## src/rtl/sdiv32x16.sv

```systemverilog
`default_nettype none
// ============================================================================
// Module   : sdiv32x16
// Purpose  : Sequential signed divider, DIVIDEND_W / DIVISOR_W bits, using a
//            sign-magnitude radix-2 restoring core. It has valid/ready
//            handshakes on input and output. It produces one quotient bit per
//            cycle, MSB first.
// Revision : 1.0 - initial release
// ============================================================================
module sdiv32x16 #(
    parameter int DIVIDEND_W = 32,
    parameter int DIVISOR_W  = 16
) (
    input  logic                  nvdla_core_clk,
    input  logic                  nvdla_core_rst,
    input  logic                  in_valid,
    output logic                  in_ready,
    input  logic [DIVIDEND_W-1:0] dividend,
    input  logic [DIVISOR_W-1:0]  divisor,
    output logic                  out_valid,
    input  logic                  out_ready,
    output logic [DIVIDEND_W-1:0] quotient,
    output logic [DIVISOR_W-1:0]  remainder,
    output logic                  div_by_zero,
    output logic                  overflow
);

    localparam int CNT_W = $clog2(DIVIDEND_W);

    localparam logic [1:0] S_IDLE = 2'd0;
    localparam logic [1:0] S_BUSY = 2'd1;
    localparam logic [1:0] S_FIX  = 2'd2;
    localparam logic [1:0] S_DONE = 2'd3;

    localparam logic [CNT_W-1:0]      C_CNT_INIT = CNT_W'(DIVIDEND_W - 1);
    localparam logic [DIVIDEND_W-1:0] C_Q_MAX    = {1'b0, {(DIVIDEND_W-1){1'b1}}};
    localparam logic [DIVIDEND_W-1:0] C_Q_MIN    = {1'b1, {(DIVIDEND_W-1){1'b0}}};

    logic [1:0]            r_state;
    logic [CNT_W-1:0]      r_cnt;
    logic                  r_sign_q;
    logic                  r_sign_r;
    logic                  r_dz;
    logic                  r_ov;
    logic [DIVISOR_W-1:0]  r_dvd_lo;
    // The dividend magnitude shifts out of the top of this register while the
    // quotient bits shift in at the bottom, so it holds |q| after the last step.
    logic [DIVIDEND_W-1:0] r_dvd;
    logic [DIVISOR_W-1:0]  r_dsr;
    logic [DIVISOR_W:0]    r_prem;
    logic                  r_out_valid;
    logic [DIVIDEND_W-1:0] r_quotient;
    logic [DIVISOR_W-1:0]  r_remainder;
    logic                  r_div_by_zero;
    logic                  r_overflow;

    logic [DIVIDEND_W-1:0] w_dvd_mag;
    logic [DIVISOR_W-1:0]  w_dsr_mag;
    logic                  w_dz;
    logic                  w_ov;
    logic [DIVISOR_W+1:0]  w_shift;
    logic [DIVISOR_W:0]    w_diff;
    logic                  w_qbit;
    logic [DIVISOR_W:0]    w_prem_nxt;
    logic [DIVIDEND_W-1:0] w_quo_signed;
    logic [DIVISOR_W-1:0]  w_rem_signed;

    // Operand magnitudes and special-case detection at the accept cycle.
    assign w_dvd_mag = dividend[DIVIDEND_W-1] ? (~dividend + 1'b1) : dividend;
    assign w_dsr_mag = divisor[DIVISOR_W-1]   ? (~divisor + 1'b1)  : divisor;
    assign w_dz      = (divisor == '0);
    assign w_ov      = (dividend == C_Q_MIN) && (divisor == '1);

    // The partial remainder is always below the divisor magnitude. Because of
    // that, the shifted value fits in DIVISOR_W+1 bits and the 17-bit difference
    // is exact whenever the trial succeeds.
    assign w_shift    = {r_prem, r_dvd[DIVIDEND_W-1]};
    assign w_qbit     = (w_shift >= {2'b00, r_dsr});
    assign w_diff     = w_shift[DIVISOR_W:0] - {1'b0, r_dsr};
    assign w_prem_nxt = w_qbit ? w_diff : w_shift[DIVISOR_W:0];

    // Sign application on the unsigned core results.
    assign w_quo_signed = r_sign_q ? (~r_dvd + 1'b1) : r_dvd;
    assign w_rem_signed = r_sign_r ? (~r_prem[DIVISOR_W-1:0] + 1'b1)
                                   : r_prem[DIVISOR_W-1:0];

    // The input side is ready only in IDLE and never while reset is asserted.
    assign in_ready    = (r_state == S_IDLE) && !nvdla_core_rst;
    assign out_valid   = r_out_valid;
    assign quotient    = r_quotient;
    assign remainder   = r_remainder;
    assign div_by_zero = r_div_by_zero;
    assign overflow    = r_overflow;

    // Control FSM with the datapath registers and the registered outputs.
    always_ff @(posedge nvdla_core_clk) begin
        if (nvdla_core_rst) begin
            r_state       <= S_IDLE;
            r_cnt         <= '0;
            r_sign_q      <= 1'b0;
            r_sign_r      <= 1'b0;
            r_dz          <= 1'b0;
            r_ov          <= 1'b0;
            r_dvd_lo      <= '0;
            r_dvd         <= '0;
            r_dsr         <= '0;
            r_prem        <= '0;
            r_out_valid   <= 1'b0;
            r_quotient    <= '0;
            r_remainder   <= '0;
            r_div_by_zero <= 1'b0;
            r_overflow    <= 1'b0;
        end else begin
            case (r_state)
                S_IDLE: begin
                    if (in_valid) begin
                        r_sign_q <= dividend[DIVIDEND_W-1] ^ divisor[DIVISOR_W-1];
                        r_sign_r <= dividend[DIVIDEND_W-1];
                        r_dz     <= w_dz;
                        r_ov     <= w_ov;
                        r_dvd_lo <= dividend[DIVISOR_W-1:0];
                        r_dvd    <= w_dvd_mag;
                        r_dsr    <= w_dsr_mag;
                        r_prem   <= '0;
                        r_cnt    <= C_CNT_INIT;
                        r_state  <= S_BUSY;
                    end
                end
                S_BUSY: begin
                    // Special cases still run every step so that latency stays uniform.
                    r_prem <= w_prem_nxt;
                    r_dvd  <= {r_dvd[DIVIDEND_W-2:0], w_qbit};
                    if (r_cnt == '0) begin
                        r_state <= S_FIX;
                    end else begin
                        r_cnt <= r_cnt - 1'b1;
                    end
                end
                S_FIX: begin
                    // Divide-by-zero takes precedence over the single overflow pair.
                    if (r_dz) begin
                        r_quotient    <= r_sign_r ? C_Q_MIN : C_Q_MAX;
                        r_remainder   <= r_dvd_lo;
                        r_div_by_zero <= 1'b1;
                        r_overflow    <= 1'b0;
                    end else if (r_ov) begin
                        r_quotient    <= C_Q_MAX;
                        r_remainder   <= '0;
                        r_div_by_zero <= 1'b0;
                        r_overflow    <= 1'b1;
                    end else begin
                        r_quotient    <= w_quo_signed;
                        r_remainder   <= w_rem_signed;
                        r_div_by_zero <= 1'b0;
                        r_overflow    <= 1'b0;
                    end
                    r_out_valid <= 1'b1;
                    r_state     <= S_DONE;
                end
                S_DONE: begin
                    if (out_ready) begin
                        r_out_valid <= 1'b0;
                        r_state     <= S_IDLE;
                    end
                end
                default: begin
                    r_state <= S_IDLE;
                end
            endcase
        end
    end

endmodule
`default_nettype wire

```

## config.mk

```make
export PLATFORM = sky130hd
export DESIGN_NAME = sdiv32x16
export DESIGN_NICKNAME = d
export VERILOG_FILES = /design/src/rtl/sdiv32x16.sv
export SDC_FILE = /design/constraint.sdc
export NUM_CORES = 1
export LEC_CHECK = 0
export BUFFER_PORTS_ARGS = -buffer_cell sky130_fd_sc_hd__buf_4
export CORE_MARGIN = 5
export CORE_UTILIZATION = 56
export CTS_CLUSTER_SIZE = 14
export DETAILED_ROUTE_END_ITERATION = 12
export PLACE_DENSITY = 0.87
export SLEW_MARGIN = 30
export SYNTH_ARGS = -nofsm -noshare
export SYNTH_HDL_FRONTEND = slang
export SYNTH_SLANG_ARGS = --single-unit
```

## constraint.sdc

```tcl
create_clock -name nvdla_core_clk -period 3.12 [get_ports nvdla_core_clk]
set_input_delay 0.156 -clock nvdla_core_clk [delete_from_list [all_inputs] [get_ports nvdla_core_clk]]
set_output_delay 0.156 -clock nvdla_core_clk [all_outputs]
set_load 0.02 [all_outputs]
```

# Word-level counts from Yosys, hierarchy flattened
# Index checks and enable logic that the tools add are counted.
# word_totals
input_bits,52
reg_bits,143
elab_cells,75
# classes
muxes,26
n_addsub,6
n_reduce_logical,13
bitwise_logic,5
n_eq_ne,9
magnitude_cmp,1
# op_table
operator,count
32-bit 2-to-1 mux,6
32-bit by 1-bit adder with 32-bit output (second input constant),2
16-bit 2-to-1 mux,4
32-bit inverter,2
32-bit one-hot mux with 2 select lines,1
17-bit 2-to-1 mux,2
17-bit one-hot mux with 2 select lines,1
16-bit by 1-bit adder with 16-bit output (second input constant),2
32-bit equality test (second input constant),1
16-bit inverter,2
18-bit by 16-bit >= comparator with 1-bit output,1
17-bit by 16-bit subtractor with 17-bit output,1
16-bit equality test (second input constant),1
16-bit logical NOT,1
5-bit 2-to-1 mux,2
5-bit one-hot mux with 2 select lines,1
2-bit != test (second input constant),4
2-bit one-hot mux with 4 select lines,1
2-bit 2-to-1 mux,3
2-bit AND reduction,3
3-bit AND reduction,2
5-bit logical NOT,1
5-bit by 1-bit subtractor with 5-bit output (second input constant),1
2-bit equality test (second input constant),2
8 further kinds,13

# Logic depth before layout (Yosys ltp)
# depth
word_depth,5
mapped_depth,13
depth_no_buf,11

# Least setup slack after synthesis
# OpenSTA, ideal clock, no wires.
# synth_timing
path_kind,register -> register
from,register r_dvd[31]
to,register r_prem[11]
arrival_time_ns,2.372
slack_ns,0.631
synth_period_minus_slack_ns,2.489
required_time_ns,3.003
stages_incl_launch_ff,14
cell_sequence,dfxtp_1 > inv_1 > ha_1 > inv_1 > fa_1 > a211oi_1 > o21ai_2 > a31oi_2 > a2111o_1 > and2_1 > buf_6 > buf_6 > a32oi_1 > nand2_1
# synth_between
elab_chain_len,3
word_cells_on_any_way,4
classes_between,add/sub: 1; order compare: 1; mux: 2
# synth_lines
item,line_no,rtl
"start, declared",48,logic [DIVIDEND_W-1:0] r_dvd;
"start signal, assigned",122,r_dvd <= w_dvd_mag;
"start signal, assigned",132,"r_dvd <= {r_dvd[DIVIDEND_W-2:0], w_qbit};"
17-bit by 16-bit subtractor with 17-bit output or 18-bit by 16-bit >= comparator with 1-bit output (tied branches),"79, 78",
17-bit 2-to-1 mux *,80,assign w_prem_nxt = w_qbit ? w_diff : w_shift[DIVISOR_W:0];
17-bit one-hot mux with 2 select lines *,114,case (r_state)
"end signal, assigned",131,r_prem <= w_prem_nxt;
"end, declared",50,logic [DIVISOR_W:0] r_prem;
# Every way passes the cells marked *; elsewhere a longest branch is shown, timed or not.
# A chain may end at the register's enable or synchronous reset.

# Worst setup path after layout
# layout_timing
from,register r_dvd[31]
to,register r_prem[9]
# Same word-level chain as after synthesis.

==> results.py <==
metrics = {
    "critical_path": {
        "worstSetupEndpointType": "register",
        "path_max_fanout": 11,
        "slowest_delay_ns": 0.41,
        "critPathTopFamily": "compound AO/OA/AOI/OAI gates",
        "worst_r2r_endpoint": "r_prem[9]",
        "worstSetupStartpointType": "register",
        "critPathMostFrequentCell": "inv_1",
        "path_cells": "inv_1 > ha_1 > inv_1 > fa_1 > a211oi_1 > o21ai_2 > a31oi_2 > a2111o_1 > and2_1 > buf_4 > a32oi_1 > o31ai_1",
        "critPathKind": "reg2reg",
        "rr_worst_depth": 12,
        "r2r_slack_ns": 0.23,
        "cp_slowest_cell": "fa_1",
        "crit_required_ns": 3.46,
        "cp.arrival_ns": 3.23,
        "crit_buf_inv": 3,
        "r2r_start": "r_dvd[31]",
    },
    "global_route": {
        "use_met3_pct": 5.76,
        "globalRoute.totalOverflow": 0,
        "antenna_found_initial": 0,
        "grt_max_degree": 94,
        "grtUsageMet1_pct": 35.0,
        "use_met2_pct": 42.5,
        "grt_pass1_vias": 7901,
        "grt_busiest_layer": "met2",
        "grt_pass1_wl_mm": 39.2,
        "grt_use_total_pct": 27.0,
    },
    "hold_path": {
        "min_to": "r_dvd_lo[1]",
        "hold_class": "in2reg",
        "hp-start": "dividend[1]",
        "min_path_cells": 3,
    },
    "cells_and_area": {
        "drive_gt1_share_pct": 14.9,
        "mostFrequentLayoutCells": "nand2_1 (185), dfxtp_1 (143), buf_4 (124), nor2_1 (97), a21oi_1 (65)",
        "synthToLayoutAreaGrowth_pct": 18.0,
        "finalNonFillerCells": 1348,
        "antenna_cells": 0,
        "final_common_cell": "nand2_1",
        "final_util_pct": 67.8,
        "nNetsFinal": 1233,
    },
    "place": {
        "gp_congestion": 0.892,
        "post-place-cells": 1316,
        "dpl.hpwl_mm": 17.2,
        "portBuffers": 103,
    },
    "cts": {
        "insertion_delay_ns": 0.43,
        "clock_path_buffers": 2,
        "cts.hold.buffers_added": 0,
        "numClockSinks": 143,
        "cts_tree": "yes",
        "htree_levels": 4,
        "cts_buffers": 17,
        "postCtsSetupBuffers": 0,
        "clkTransAtPathRegs_ns": 0.06,
        "cts_root_buf": "clkbuf_16",
    },
    "timing": {
        "finalHoldViolations": 0,
        "tightest_slew_ns": 0.827,
        "fin_tns_setup_ns": 0,
        "period_minus_slack_ns": 2.89,
        "slew_viol_final": 0,
        "finalSetupViolations": 0,
        "relSlewSlack_pct": 44.1,
        "max_freq_mhz": 346,
        "skew_ns": 0.00650,
        "final.period_utilization_pct": 92.6,
        "rsz0062_at_grt": "false",
    },
    "synthesis": {
        "synth_edf_count": 0,
        "yosysUniqueCellTypes": 66,
        "ys_seq_elements": 143,
        "yosysWarnings": 0,
        "synthCells": 1078,
        "synth_fp_nets": 1159,
        "async_reset_ff_share_pct": 0,
        "synth-simple-area-share_pct": 22.5,
        "synth.avg_cell_area_sq_um": 7.78,
        "synth_top_family_by_area": "compound AO/OA/AOI/OAI gates",
        "ys_seq_area_share_pct": 34.2,
        "synth_area_sq_um": 8380,
        "synthMuxAreaShare_pct": 0.358,
        "synthXorXnorAreaFrac_pct": 10.7,
        "ys.flop_type": "dfxtp_1",
        "synth_compound_area_share_pct": 23.0,
        "yosys.area_share.adder_pct": 4.42,
    },
    "pwr": {
        "irDropWorstVdd_mv": 0.509,
        "power_per_cell_area_nw_per_um2": 916,
        "power.leakage_nw": 3.90,
    },
    "drt": {
        "antenna_left": 0,
        "viasPerCell": 6.32,
        "drc": 0,
        "detail_route.wl_per_cell_um": 18.3,
        "totalWireLength_mm": 24.7,
        "first_iter_violations": 1141,
        "num_vias": 8523,
        "drtPass1Iterations": 8,
    },
    "die": {
        "rows": 44,
        "die_area_sq_um": 17500,
        "core_area_sq_um": 14600,
        "die_h_um": 132,
        "ioPinCount": 104,
        "start_util_pct": 57.5,
        "fp.dieW_um": 132,
    },
    "run": {
        "max_cap_viol_count": 0,
    },
    "outcome": {
        "status": "finished, final reports clean",
    },
}
[worst max-delay path by stage]
stage | start | end | cells after the start
3_3_place_gp | r_dvd[31] | r_prem[2] | 10
6_report | r_dvd[31] | r_prem[9] | 12
4_1_cts | r_dvd[31] | r_prem[2] | 10
2_1_floorplan | r_dvd[31] | r_prem[11] | 13
5_1_grt | r_dvd[31] | r_prem[9] | 12
3_5_place_dp | r_dvd[31] | r_prem[1] | 10
[cell usage after synthesis (all sizes together), types with 2 or more instances]
| cell type | count | area share (%) |
|---|---|---|
| nor3 | 21 | 1.4 |
| a222oi | 14 | 1.7 |
| nand2 | 186 | 8.3 |
| nor4 | 8 | 0.75 |
| nand3 | 37 | 2.2 |
| a211oi | 27 | 2.4 |
| o31ai | 30 | 2.7 |
| o211ai | 14 | 1.3 |
| and4 | 2 | 0.21 |
| xnor2 | 58 | 6.1 |
| o311ai | 5 | 0.52 |
| dfxtp | 143 | 34 |
| nor3b | 3 | 0.27 |
| o21a | 5 | 0.45 |
| nor2b | 3 | 0.22 |
| and2 | 4 | 0.30 |
| o21ai | 50 | 3.0 |
| or2 | 4 | 0.30 |
| or4 | 5 | 0.49 |
| or3 | 14 | 1.0 |
| a31oi | 28 | 2.2 |
| nand4 | 9 | 0.75 |
| nand4b | 3 | 0.49 |
| nor2 | 97 | 4.3 |
| nand2b | 10 | 0.75 |
| nand3b | 4 | 0.36 |
| a22oi | 3 | 0.27 |
| a32oi | 8 | 0.84 |
| a22o | 3 | 0.31 |
| mux2i | 3 | 0.36 |
| a21oi | 66 | 3.9 |
| a221oi | 5 | 0.67 |
| buf | 13 | 0.79 |
| inv | 35 | 1.6 |
| ha | 28 | 4.2 |
| o41ai | 11 | 1.2 |
| clkbuf | 57 | 2.6 |
| xor2 | 44 | 4.6 |
| a21o | 7 | 0.63 |
[stage by stage]
stage	cell area (sq um)	total power (W)	hold slack, ns	setup slack [ns]
after floorplan	8380	0.00570	0.292	0.631
after global placement	9270	0.00668	0.442	0.347
after detailed placement	9270	0.00681	0.446	0.305
after CTS	9870	0.00895	0.000208	0.200
after global routing	9890	0.00955	0.0147	0.113
final	9890	0.00906	0.00368	0.232
[layout make-up]
type,instances,area (sq um)
multi-input combinational,830,5120
fill,1139,4700
sequential,143,2860
timing repair buffer,125,951
clock buffer,22,464
tap,184,230
clock inverter,9,134
inverter,35,131
[where the power goes]
group	internal (W)	total, W	switching (W)
clock	0.00130	0.00209	0.000794
sequential	0.00225	0.00274	0.000493
combinational	0.00161	0.00423	0.00263
[metal layers]
metal	wire (um)	vias up	share of wire (%)
li1	-	4001	-
met1	9840	3973	40
met2	11400	464	46
met3	2390	85	9.7
met4	1100	0	4.5
met5	0	-	0
[kinds of logic (layout without fill, tap and decap cells)]
| group | after synthesis | count (layout) |
|---|---|---|
| buffers and inverters | 105 | 191 |
| AOI/OAI and AO/OA | 283 | 283 |
| adders and majority gates | 29 | 29 |
| DFF | 143 | 143 |
| muxes | 3 | 3 |
| xor gates and xnor gates | 102 | 102 |
| and+or+nand+nor | 413 | 413 |
[sequential cells by signal, indices dropped and copies added (netlist names)]
name         count
r_dsr           16
remainder       16
r_cnt            5
r_prem          17
div_by_zero      1
r_state          2
r_sign_q         1
r_dz             1
overflow         1
quotient        32
r_dvd           32
r_sign_r         1
r_dvd_lo        16
out_valid        1
r_ov             1
[repair_timing]
| item | in CTS | in global routing |
|---|---|---|
| endpoints found under the setup margin | 0 | 2 |
| resized for setup | 0 | 1 |
| endpoints found under the hold margin | 0 | 0 |
[worst reg2reg max path, stage by stage (launching register included)]
cell and delay [ns]:
dfxtp_1 0.34, inv_1 0.10, ha_1 0.17, inv_1 0.06, fa_1 0.41, a211oi_1 0.34
o21ai_2 0.14, a31oi_2 0.26, a2111o_1 0.26, and2_1 0.30, buf_4 0.23, a32oi_1 0.11
o31ai_1 0.08
(Power assumes the default switching activity.)
